$ cat config.mk
export PLATFORM = sky130hd
export DESIGN_NAME = fetch_redirect_ctrl
export DESIGN_NICKNAME = d
export VERILOG_FILES = /design/src/rtl/fetch_redirect_ctrl_pkg.sv /design/src/rtl/fetch_redirect_ctrl_redirect_prio.sv /design/src/rtl/fetch_redirect_ctrl.sv
export SDC_FILE = /design/constraint.sdc
export NUM_CORES = 1
export LEC_CHECK = 0
export CAP_MARGIN = 20
export CORE_AREA = 5 5 154 97
export DETAILED_ROUTE_END_ITERATION = 6
export DIE_AREA = 0 0 159 102
export GPL_TIMING_DRIVEN = 1
export PLACE_DENSITY = 0.82
export SYNTH_ARGS = -nofsm -noshare
export SYNTH_HDL_FRONTEND = slang
export SYNTH_SLANG_ARGS = --single-unit
export TNS_END_PERCENT = 30
$ cat constraint.sdc
create_clock -name clk -period 2.3 [get_ports clk]
set_input_delay 0.345 -clock clk [delete_from_list [all_inputs] [get_ports clk]]
set_output_delay 0.345 -clock clk [all_outputs]
set_load 0.03 [all_outputs]
$ cat src/rtl/fetch_redirect_ctrl_pkg.sv
// Shared definitions for the fetch redirect controller: the state
// encoding, the default reset PC and the word-address type.
package fetch_redirect_ctrl_pkg;

  localparam logic [31:0] RESET_PC_DEFAULT = 32'hBFC0_0000;

  typedef logic [31:0] word_addr_t;

  // IDLE: sequential fetch; WAIT_DS: target latched, delay slot not yet
  // fetched; PEND: delay slot fetched, target held across a fetch stall.
  typedef enum logic [1:0] {
    ST_IDLE    = 2'd0,
    ST_WAIT_DS = 2'd1,
    ST_PEND    = 2'd2
  } fetch_state_e;

endpackage

$ cat src/rtl/fetch_redirect_ctrl_redirect_prio.sv
// Combinational priority select of redirect requests and their targets.
// Decode order: branch_taken > is_jr > is_jump.
// With EXC_REDIRECT_EN defined, the exception/eret pair is also selected
// here (exc_valid > is_eret).
module redirect_prio
  import fetch_redirect_ctrl_pkg::*;
#(
  parameter int PC_W = 32
) (
  input  logic            branch_taken,
  input  logic [PC_W-1:0] pcbranch,
  input  logic            is_jr,
  input  logic [PC_W-1:0] pcjr,
  input  logic            is_jump,
  input  logic [PC_W-1:0] pcjump,
`ifdef EXC_REDIRECT_EN
  input  logic            exc_valid,
  input  logic [PC_W-1:0] pcexception,
  input  logic            is_eret,
  input  logic [PC_W-1:0] pc_eret,
  output logic            exc_req,
  output logic [PC_W-1:0] exc_target,
`endif
  output logic            dec_req,
  output logic [PC_W-1:0] dec_target
);

  // Decode-stage redirect: lower-priority requests are simply dropped.
  always_comb begin
    dec_req    = branch_taken | is_jr | is_jump;
    dec_target = '0;
    if (branch_taken)  dec_target = pcbranch;
    else if (is_jr)    dec_target = pcjr;
    else if (is_jump)  dec_target = pcjump;
  end

`ifdef EXC_REDIRECT_EN
  // Exception vector wins over the eret return address.
  always_comb begin
    exc_req    = exc_valid | is_eret;
    exc_target = exc_valid ? pcexception : pc_eret;
  end
`endif

endmodule

$ cat src/rtl/fetch_redirect_ctrl.sv
// Fetch PC redirect controller with MIPS-style branch delay slot handling.
// A decode-stage redirect is applied immediately when its delay slot is
// already fetched and fetch advances; otherwise the target is latched and
// applied once the delay slot has been fetched and fetch is ready.
// Optional feature macro: EXC_REDIRECT_EN (exception / eret redirects with
// fetch flush). Without it the exception ports are absent and flush_f is 0.
module fetch_redirect_ctrl
  import fetch_redirect_ctrl_pkg::*;
#(
  parameter int              PC_W     = 32,
  parameter logic [PC_W-1:0] RESET_PC = PC_W'(RESET_PC_DEFAULT)
) (
  input  logic            clk,
  input  logic            reset,
  input  logic            fetch_ready,
  input  logic            ds_in_fetch,
  input  logic            branch_taken,
  input  logic [PC_W-1:0] pcbranch,
  input  logic            is_jr,
  input  logic [PC_W-1:0] pcjr,
  input  logic            is_jump,
  input  logic [PC_W-1:0] pcjump,
`ifdef EXC_REDIRECT_EN
  input  logic            exc_valid,
  input  logic [PC_W-1:0] pcexception,
  input  logic            is_eret,
  input  logic [PC_W-1:0] pc_eret,
`endif
  output logic [PC_W-1:0] pc_f,
  output logic [PC_W-1:0] pc_new,
  output logic            flush_f,
  output logic            redirect_pending
);

  fetch_state_e    state_q, state_d;
  logic [PC_W-1:0] pc_q, pc_d;
  logic [PC_W-1:0] tgt_q, tgt_d;
  logic [PC_W-1:0] pc_seq;
  logic            dec_req;
  logic [PC_W-1:0] dec_target;
`ifdef EXC_REDIRECT_EN
  logic            exc_req;
  logic [PC_W-1:0] exc_target;
`endif

  redirect_prio #(.PC_W(PC_W)) u_prio (
    .branch_taken (branch_taken),
    .pcbranch     (pcbranch),
    .is_jr        (is_jr),
    .pcjr         (pcjr),
    .is_jump      (is_jump),
    .pcjump       (pcjump),
`ifdef EXC_REDIRECT_EN
    .exc_valid    (exc_valid),
    .pcexception  (pcexception),
    .is_eret      (is_eret),
    .pc_eret      (pc_eret),
    .exc_req      (exc_req),
    .exc_target   (exc_target),
`endif
    .dec_req      (dec_req),
    .dec_target   (dec_target)
  );

  // Next-PC selection and redirect state machine.
  always_comb begin
    pc_seq  = pc_q + PC_W'(4);   // wraps silently at the top of the space
    state_d = state_q;
    tgt_d   = tgt_q;
    pc_d    = fetch_ready ? pc_seq : pc_q;
    case (state_q)
      ST_IDLE: begin
        if (dec_req) begin
          if (ds_in_fetch && fetch_ready) begin
            pc_d = dec_target;
          end else if (!ds_in_fetch) begin
            // Delay slot still has to be fetched first.
            tgt_d   = dec_target;
            pc_d    = pc_seq;
            state_d = ST_WAIT_DS;
          end else begin
            // Delay slot is in fetch but fetch is stalled: hold the target.
            tgt_d   = dec_target;
            pc_d    = pc_q;
            state_d = ST_PEND;
          end
        end
      end
      // The delay slot cannot itself redirect, so decode requests are
      // ignored while a target is outstanding.
      ST_WAIT_DS: begin
        pc_d = pc_q;
        if (fetch_ready) begin
          pc_d    = tgt_q;
          state_d = ST_IDLE;
        end
      end
      ST_PEND: begin
        pc_d = pc_q;
        if (fetch_ready) begin
          pc_d    = tgt_q;
          state_d = ST_IDLE;
        end
      end
      default: state_d = ST_IDLE;
    endcase
`ifdef EXC_REDIRECT_EN
    // Exceptions and eret override everything, including stalls.
    if (exc_req) begin
      pc_d    = exc_target;
      state_d = ST_IDLE;
    end
`endif
  end

  // State, PC and latched-target registers; reset discards any pending redirect.
  always_ff @(posedge clk or posedge reset) begin
    if (reset) begin
      state_q <= ST_IDLE;
      pc_q    <= RESET_PC;
      tgt_q   <= '0;
    end else begin
      state_q <= state_d;
      pc_q    <= pc_d;
      tgt_q   <= tgt_d;
    end
  end

  assign pc_f             = pc_q;
  assign pc_new           = pc_d;
  assign redirect_pending = (state_q != ST_IDLE);
`ifdef EXC_REDIRECT_EN
  assign flush_f          = exc_req & ~reset;
`else
  assign flush_f          = 1'b0;
`endif

endmodule

==> results by group, run 1 <==
Outcome
  – Status: finished, violations left
  – Failing checks: negative setup slack

Global route
  – Grt ovf: 0
  – First-pass GRT wire length: 40.5 mm
  – Initial antenna violation count: 0
  – GRT Overall Usage: a little under a third
  – Vias in the first global route: between 7000 and 8000
  – Pin count of the biggest net entering global routing: between 60 and 70

Critical path
  – Critical Path RT: 1.96 ns
  – Worst Path Buf+Inv: 2
  – Worst path most repeated cell: buf_6
  – Crit path kind: flip-flop to primary output
  – Worst flop-to-flop path endpoint: pc_f[27]$_DFF_PP1_
  – CP top delay family: simple AND/OR/NAND/NOR gates
  – Worst reg-to-reg setup slack: around 0.060 ns
  – Critical Path AT: about 2.6 ns
  – Worst r2r src: pc_f[3]$_DFF_PP0_
  – Startpoint types: flip-flop
  – Reg2Reg Depth: 7
  – Slowest cell delay on critical path: about 0.58 ns
  – Critical Path, Cell by Cell: buf_6 -> nand4_1 -> or3_4 -> o31a_1 -> o41a_1 -> buf_6
  – Crit-path max FO: 6
  – CP max stage cell: dfstp_2
  – Crit. End Element: primary output

Die
  – IO Count: approximately 170
  – CORE AREA: approximately 13000 um^2
  – Die Ht: 102 um
  – Starting Density: between 40% and 50%
  – Die ar.: 16200 um^2
  – FP Rows: 33
  – DIE WIDTH: 159 um

Yosys
  – Mapped Avg Cell Area: around 7.8 um^2
  – Number of cells produced by synthesis: ~740
  – Top FF cell, synth: dfrtp_1
  – Syn Nets: approximately 850
  – Cell taking the most area after synthesis: dfrtp_1
  – Post-synth cell types: 73
  – Seq/Total Area, Yosys: approximately 29%
  – Yosys warns: 0
  – Async SR Flop Fraction: 100%
  – Number of synthesized flops with an enable pin: 0
  – #FFs+latches synth: between 60 and 70
  – Synth top area cells: dfrtp_1, nand2_1, o21ai_0
  – Synth Cell Area: roughly 5800 um^2
  – Top cell type's share of synthesized area: between 20% and 30%

Clock tree
  – CTS tree: yes
  – TritonCTS Sinks: 66
  – CTS max path bufs: 2
  – Clk_lat worst skew: 0.34 ns
  – CTS Buf Count: 9
  – H-tree levels: 3
  – Root Driver: clkbuf_16
  – CTS Hold Buffers Added: 0
  – Clock slew at reported path FFs: ~0.060 ns

Timing
  – Slew margin rel.: between 60% and 70%
  – Final Max Slew Viols: 0
  – Fmax: roughly 340 MHz
  – Final setup violation count: 31
  – RSZ-0062 raised after global routing: yes
  – Final Cycle Share: 127%
  – Hold Slack: 0.413 ns
  – Hold Vio Cnt, Final: 0
  – Worst slew pin tran: around 0.51 ns
  – Tmin final: a little under 3 ns
  – Final WS setup: -0.626 ns
  – Clock skew: 0.00795 ns
  – Total negative slack: -13.61 ns

Layout
  – Final non-filler cell total: ~1200
  – Diodes inserted: 0
  – # fillers: a little over 900
  – Layout Utilization: around three quarters
  – # nets final: roughly 1200
  – Commonest non-fill, non-tap cell in the layout: buf_4
  – Most frequent cells in the layout: buf_4, clkdlybuf4s50_1, nand2_1
  – Area Growth Syn to Fin: 77.4%
  – Multi-input gate area: between 4000 and 5000 um^2
  – Share of layout cells above drive strength 1: about two fifths
  – FF+latch area: about 1700 um^2

Drt
  – Average routed wire per standard cell: approximately 22 um
  – Detailed router's first-iteration violation count: between 900 and 1000
  – Vias: between 7000 and 8000
  – Pre-antenna DRT Iters: 6
  – Total wire length: 26.8 mm
  – Routed Antenna Nets: 0
  – DRC violations left: 0
  – Via-to-Cell Ratio: between 6 and 7

Pwr
  – Leakage: between 4 and 5 nW
  – Design Power: between 10 and 15 mW
  – Worst IR Drop VDD: 1.49 mV
  – PD cells: approximately 1400 nW/um^2

Place
  – Dpl hpwl: 19.8 mm
  – # port buffers: about 170
  – Placed Cells: around 1200
  – RD Place Congestion: approximately 0.99

Hold path
  – Hold Crit Class: input pin to async pin

Job
  – Max_cap viols: 0
==> registers in the layout (all words and copies together), names as in the netlist <==
signal and count:
pc_f 32, tgt_q 32, state_q 2
==> how the worst max path moves through the flow <==
stage | from | endpoint | slack (ns) | depth (start not counted)
global route | pc_f[22]$_DFF_PP1_ | pc_new[29] | -0.65 | 6
global placement | is_jump | pc_new[3] | -0.54 | 10
detailed placement | is_jump | pc_new[29] | -0.58 | 10
CTS | pc_f[22]$_DFF_PP1_ | pc_new[28] | -0.57 | 6
finish | pc_f[22]$_DFF_PP1_ | pc_new[29] | -0.63 | 6
floorplan | pc_f[3]$_DFF_PP0_ | pc_new[28] | -0.31 | 7
==> cell families after synthesis <==
logic type	share of synthesized area [%]
XOR/XNOR	2.58
flip-flops	28.9
buffers and inverters	6.41
multiplexers	4.67
AO/OA/AOI/OAI	31.7
AND/OR/NAND/NOR	25.0
adder cells (fa/ha/maj)	0.652
other	0.0651
==> final cells by class <==
class | instances | share of cell area (%)
multi-input cells | 588 | 43.2
repair buffers | 371 | 34.8
flip-flops and latches | 66 | 16.5
clock buffers | 11 | 2.37
well taps | 175 | 2.14
inverters | 18 | 0.685
clock inverters | 5 | 0.294
==> power breakdown <==
group | switching, mW | internal (mW)
Sequential | 0.453 | 1.81
Combinational | 5.59 | 5.19
Clock | 0.564 | 0.754
Total | 6.61 | 7.75
==> worst min-delay path: stages <==
cell and delay [ns]:
clkdlybuf4s50_1 0.41, inv_2 0.07, buf_12 0.33
==> timing repair <==
action | in CTS | in global routing
pin swaps | 33 | 18
buffers inserted | 18 | 7
resized for setup | 89 | 48
gates cloned | 0 | 0
endpoints found under the setup margin | 33 | 33
==> cell usage after synthesis (6+ instances only) <==
library cell	count
dfrtp_1	57
a221oi_1	9
nor3_1	22
a211oi_1	13
mux2_2	23
o21ai_0	62
dfstp_2	9
nor4_1	13
nand3_1	21
nor2b_1	16
and3_1	7
buf_1	7
xnor2_1	12
a21o_1	15
a31oi_1	11
buf_2	13
nor2_1	37
a21oi_1	39
or3_1	10
buf_4	6
o31ai_1	20
nand2b_1	7
a22oi_1	26
nand4_1	13
inv_1	18
nand2_1	96
clkbuf_1	44
==> layer usage <==
metal	wire length (um)	vias up	GRT usage, %
met1	11100	3655	42.7
met5	0	-	0
met3	3180	88	8.38
li1	-	3426	-
met2	11700	553	49.5
met4	853	0	9.17
==> stage by stage <==
step	cell area, um^2	setup WS [ns]
2_1_floorplan	6160	-0.308
3_3_place_gp	9240	-0.539
3_5_place_dp	9240	-0.577
4_1_cts	9970	-0.571
5_1_grt	10200	-0.647
6_report	10200	-0.626
Note: power is estimated with default switching activity, not from simulation.
==> run 2, diff against run 1 <==
Settings changed: CORE_AREA 5 5 154 97 to 5 5 134 85, DIE_AREA 0 0 159 102 to 0 0 139 90, DONT_BUFFER_PORTS from default to 1, PLACE_DENSITY 0.82 to 0.81, SLEW_MARGIN from default to 40.
==> results by group, run 2 (synthesized netlist as in run 1, its figures left out) <==
Pwr
  – Net Sw Frac: 49.1% (+3.1 points)
  – PD cells: 1540 nW/um^2 (+9.4%)
  – Clock power share: 11.0% (+1.8 points)
  – Combinational share of power: 70.8% (-4.2 points)
  – Sw power: 6.32 mW (-4.4%)
  – Seq pwr share: 18.2% (+2.4 points)
  – Leakage: 3.42 nW (-20%)
  – Worst IR Drop VDD: 1.07 mV (-28%)
  – P_int: 6.55 mW (-16%)

Drt
  – Average routed wire per standard cell: 24.6 um (+13%)
  – Vias: 7220 (-6.5%)
  – Via-to-Cell Ratio: 7.12 (+14%)
  – Detailed router's first-iteration violation count: 904 (-3.7%)
  – Routed Antenna Nets: 0 (unchanged)
  – DRC violations left: 0 (unchanged)
  – Pre-antenna DRT Iters: 6 (unchanged)
  – Total wire length: 24.9 mm (-7.2%)

Die
  – DIE WIDTH: 139 um (-13%)
  – Die ar.: 12500 um^2 (-23%)
  – CORE AREA: 10200 um^2 (-24%)
  – Die Ht: 90 um (-12%)
  – FP Rows: 29 (-12%)
  – Starting Density: 56.7% (+14 points)
  – IO Count: 169 (unchanged)

Place
  – RD Place Congestion: 1.02 (+2.7%)
  – Placed Cells: 967 (-19%)
  – # port buffers: 0 (-100%)
  – Pre-CTS setup slack: -0.262 ns (+0.315 ns)
  – Dpl hpwl: 17.1 mm (-13%)
  – Placed inst area: 7270 um^2 (-21%)

Outcome
  – Status: finished, violations left
  – Failing checks: negative hold slack, negative setup slack

Timing
  – Final Cycle Share: 124% (-3.0 points)
  – Final Max Slew Viols: 0 (unchanged)
  – Worst slew pin tran: 0.561 ns (+0.0526 ns)
  – Hold Slack: -0.00575 ns (-0.418 ns)
  – Hold Vio Cnt, Final: 1 (+1)
  – Final setup violation count: 33 (+6.5%)
  – Clock skew: 0.00763 ns (-0.000322 ns)
  – Final WS setup: -0.556 ns (+0.0696 ns)
  – Fmax: 350 MHz (+2.4%)
  – Slew margin rel.: 62.5% (-3.6 points)
  – Tmin final: 2.86 ns (-0.0696 ns)
  – RSZ-0062 raised after global routing: yes

Hold path
  – Hold Crit Class: input pin to async pin

Layout
  – Commonest non-fill, non-tap cell in the layout: buf_4
  – Most frequent cells in the layout: buf_4, nand2_1, o21ai_0
  – Final non-filler cell total: 1014 (-18%)
  – # fillers: 643 (-31%)
  – Area Growth Syn to Fin: 45.4%
  – # nets final: 976 (-16%)
  – Share of layout cells above drive strength 1: 41.4% (+2.4 points)
  – Finished Cell Area: 8380 um^2 (-18%)
  – Diodes inserted: 0 (unchanged)

Critical path
  – Crit path kind: flip-flop to primary output
  – Startpoint types: flip-flop
  – Crit-path max FO: 5 (-1)
  – Crit. End Element: primary output
  – Critical Path RT: 1.96 ns (about the same)
  – Critical Path AT: 2.51 ns (-0.07 ns)

Clock tree
  – CTS tree: yes
  – Clock slew at reported path FFs: 0.06 ns (about the same)
  – CTS max path bufs: 2 (unchanged)
  – H-tree levels: 3 (unchanged)
  – TritonCTS Sinks: 66 (unchanged)
  – CTS Buf Count: 9 (unchanged)
  – Root Driver: clkbuf_16
  – Clk_lat worst skew: 0.34 ns (about the same)

Global route
  – Initial antenna violation count: 0 (unchanged)
  – Vias in the first global route: 6884 (-6.4%)
  – Grt ovf: 0 (unchanged)
  – First-pass GRT wire length: 37.6 mm (-7.2%)
  – Pin count of the biggest net entering global routing: 88 (+31%)
  – GRT Overall Usage: 37.1% (+5.8 points)

Job
  – Max_cap viols: 0 (unchanged)
-- run 2: power by group through the flow --
stage               logic [mW]  registers [mW]  clock network [mW]
finish                    9.11            2.34                1.41
global route              9.49            2.41                1.47
CTS                       8.41            2.28                1.40
detailed placement        7.82            2.30                   0
global placement          7.68            2.26                   0
floorplan                 4.44            2.76                   0
-- run 2: layout make-up --
cell class / instances / area, um^2 / share of cell area [%]
Sequential cell: 66 / 1690 / 20.1
Multi-Input combinational cell: 588 / 4460 / 53.3
Inverter: 18 / 70.1 / 0.837
Tap cell: 139 / 174 / 2.08
Clock buffer: 13 / 250 / 2.99
Clock inverter: 3 / 40.0 / 0.478
Timing Repair Buffer: 187 / 1690 / 20.2
-- run 2: critical path, stage by stage (launching register included) --
cell and delay [ns]:
dfrtp_2 0.42, buf_4 0.13, and4_4 0.24, nand4_4 0.16, or3_4 0.43, o31a_1 0.25, o41a_1 0.53
-- run 2: worst paths after layout --
| check | start | end | slack (ns) | depth (start not counted) |
|---|---|---|---|---|
| worst max-delay path | pc_f[2]$_DFF_PP0_ | pc_new[29] | -0.56 | 6 |
| worst min-delay path | reset | pc_f[30]$_DFF_PP0_ | -0.006 | 2 |
| worst max register to register | state_q[0]$_DFFE_PP0P_ | pc_f[22]$_DFF_PP1_ | -0.04 | 9 |
| worst min register to register | tgt_q[4]$_DFFE_PP0P_ | tgt_q[4]$_DFFE_PP0P_ | 0.48 | 2 |
| max in group asynchronous | reset | pc_f[4]$_DFF_PP0_ | 1.88 | 2 |
| min in group clk | fetch_ready | state_q[1]$_DFFE_PP0P_ | 0.14 | 1 |
-- run 2: through the flow --
stage / TNS (ns) / utilization, % / hold slack (ns) / total power, mW
finish: -11.48 / 82.4 / -0.00575 / 12.9
global placement: -1.67 / 71.6 / 0.359 / 9.94
global route: -13.40 / 82.4 / 0.0403 / 13.4
floorplan: -4.41 / - / 0.440 / 7.20
CTS: -9.88 / 78.8 / 0.0113 / 12.1
detailed placement: -3.13 / 71.6 / 0.367 / 10.1
-- run 2: timing repair --
item                                    in CTS  in global routing
pin swaps                                   36                 27
setup buffers                               14                 16
hold buffers                                 0                  0
gates resized for setup                     84                 50
cloned                                       0                  2
endpoints found under the setup margin      36                 37
-- run 2: routing by layer --
metal  wire length, um  up-vias  track usage [%]  share of wire, %
met4               744        0             11.9               3.0
li1                  -     3061                -                 -
met5                 0        -                0                 0
met1              9520     3473             49.3                38
met3              3520       97             12.4                14
met2             11100      589             57.1                45
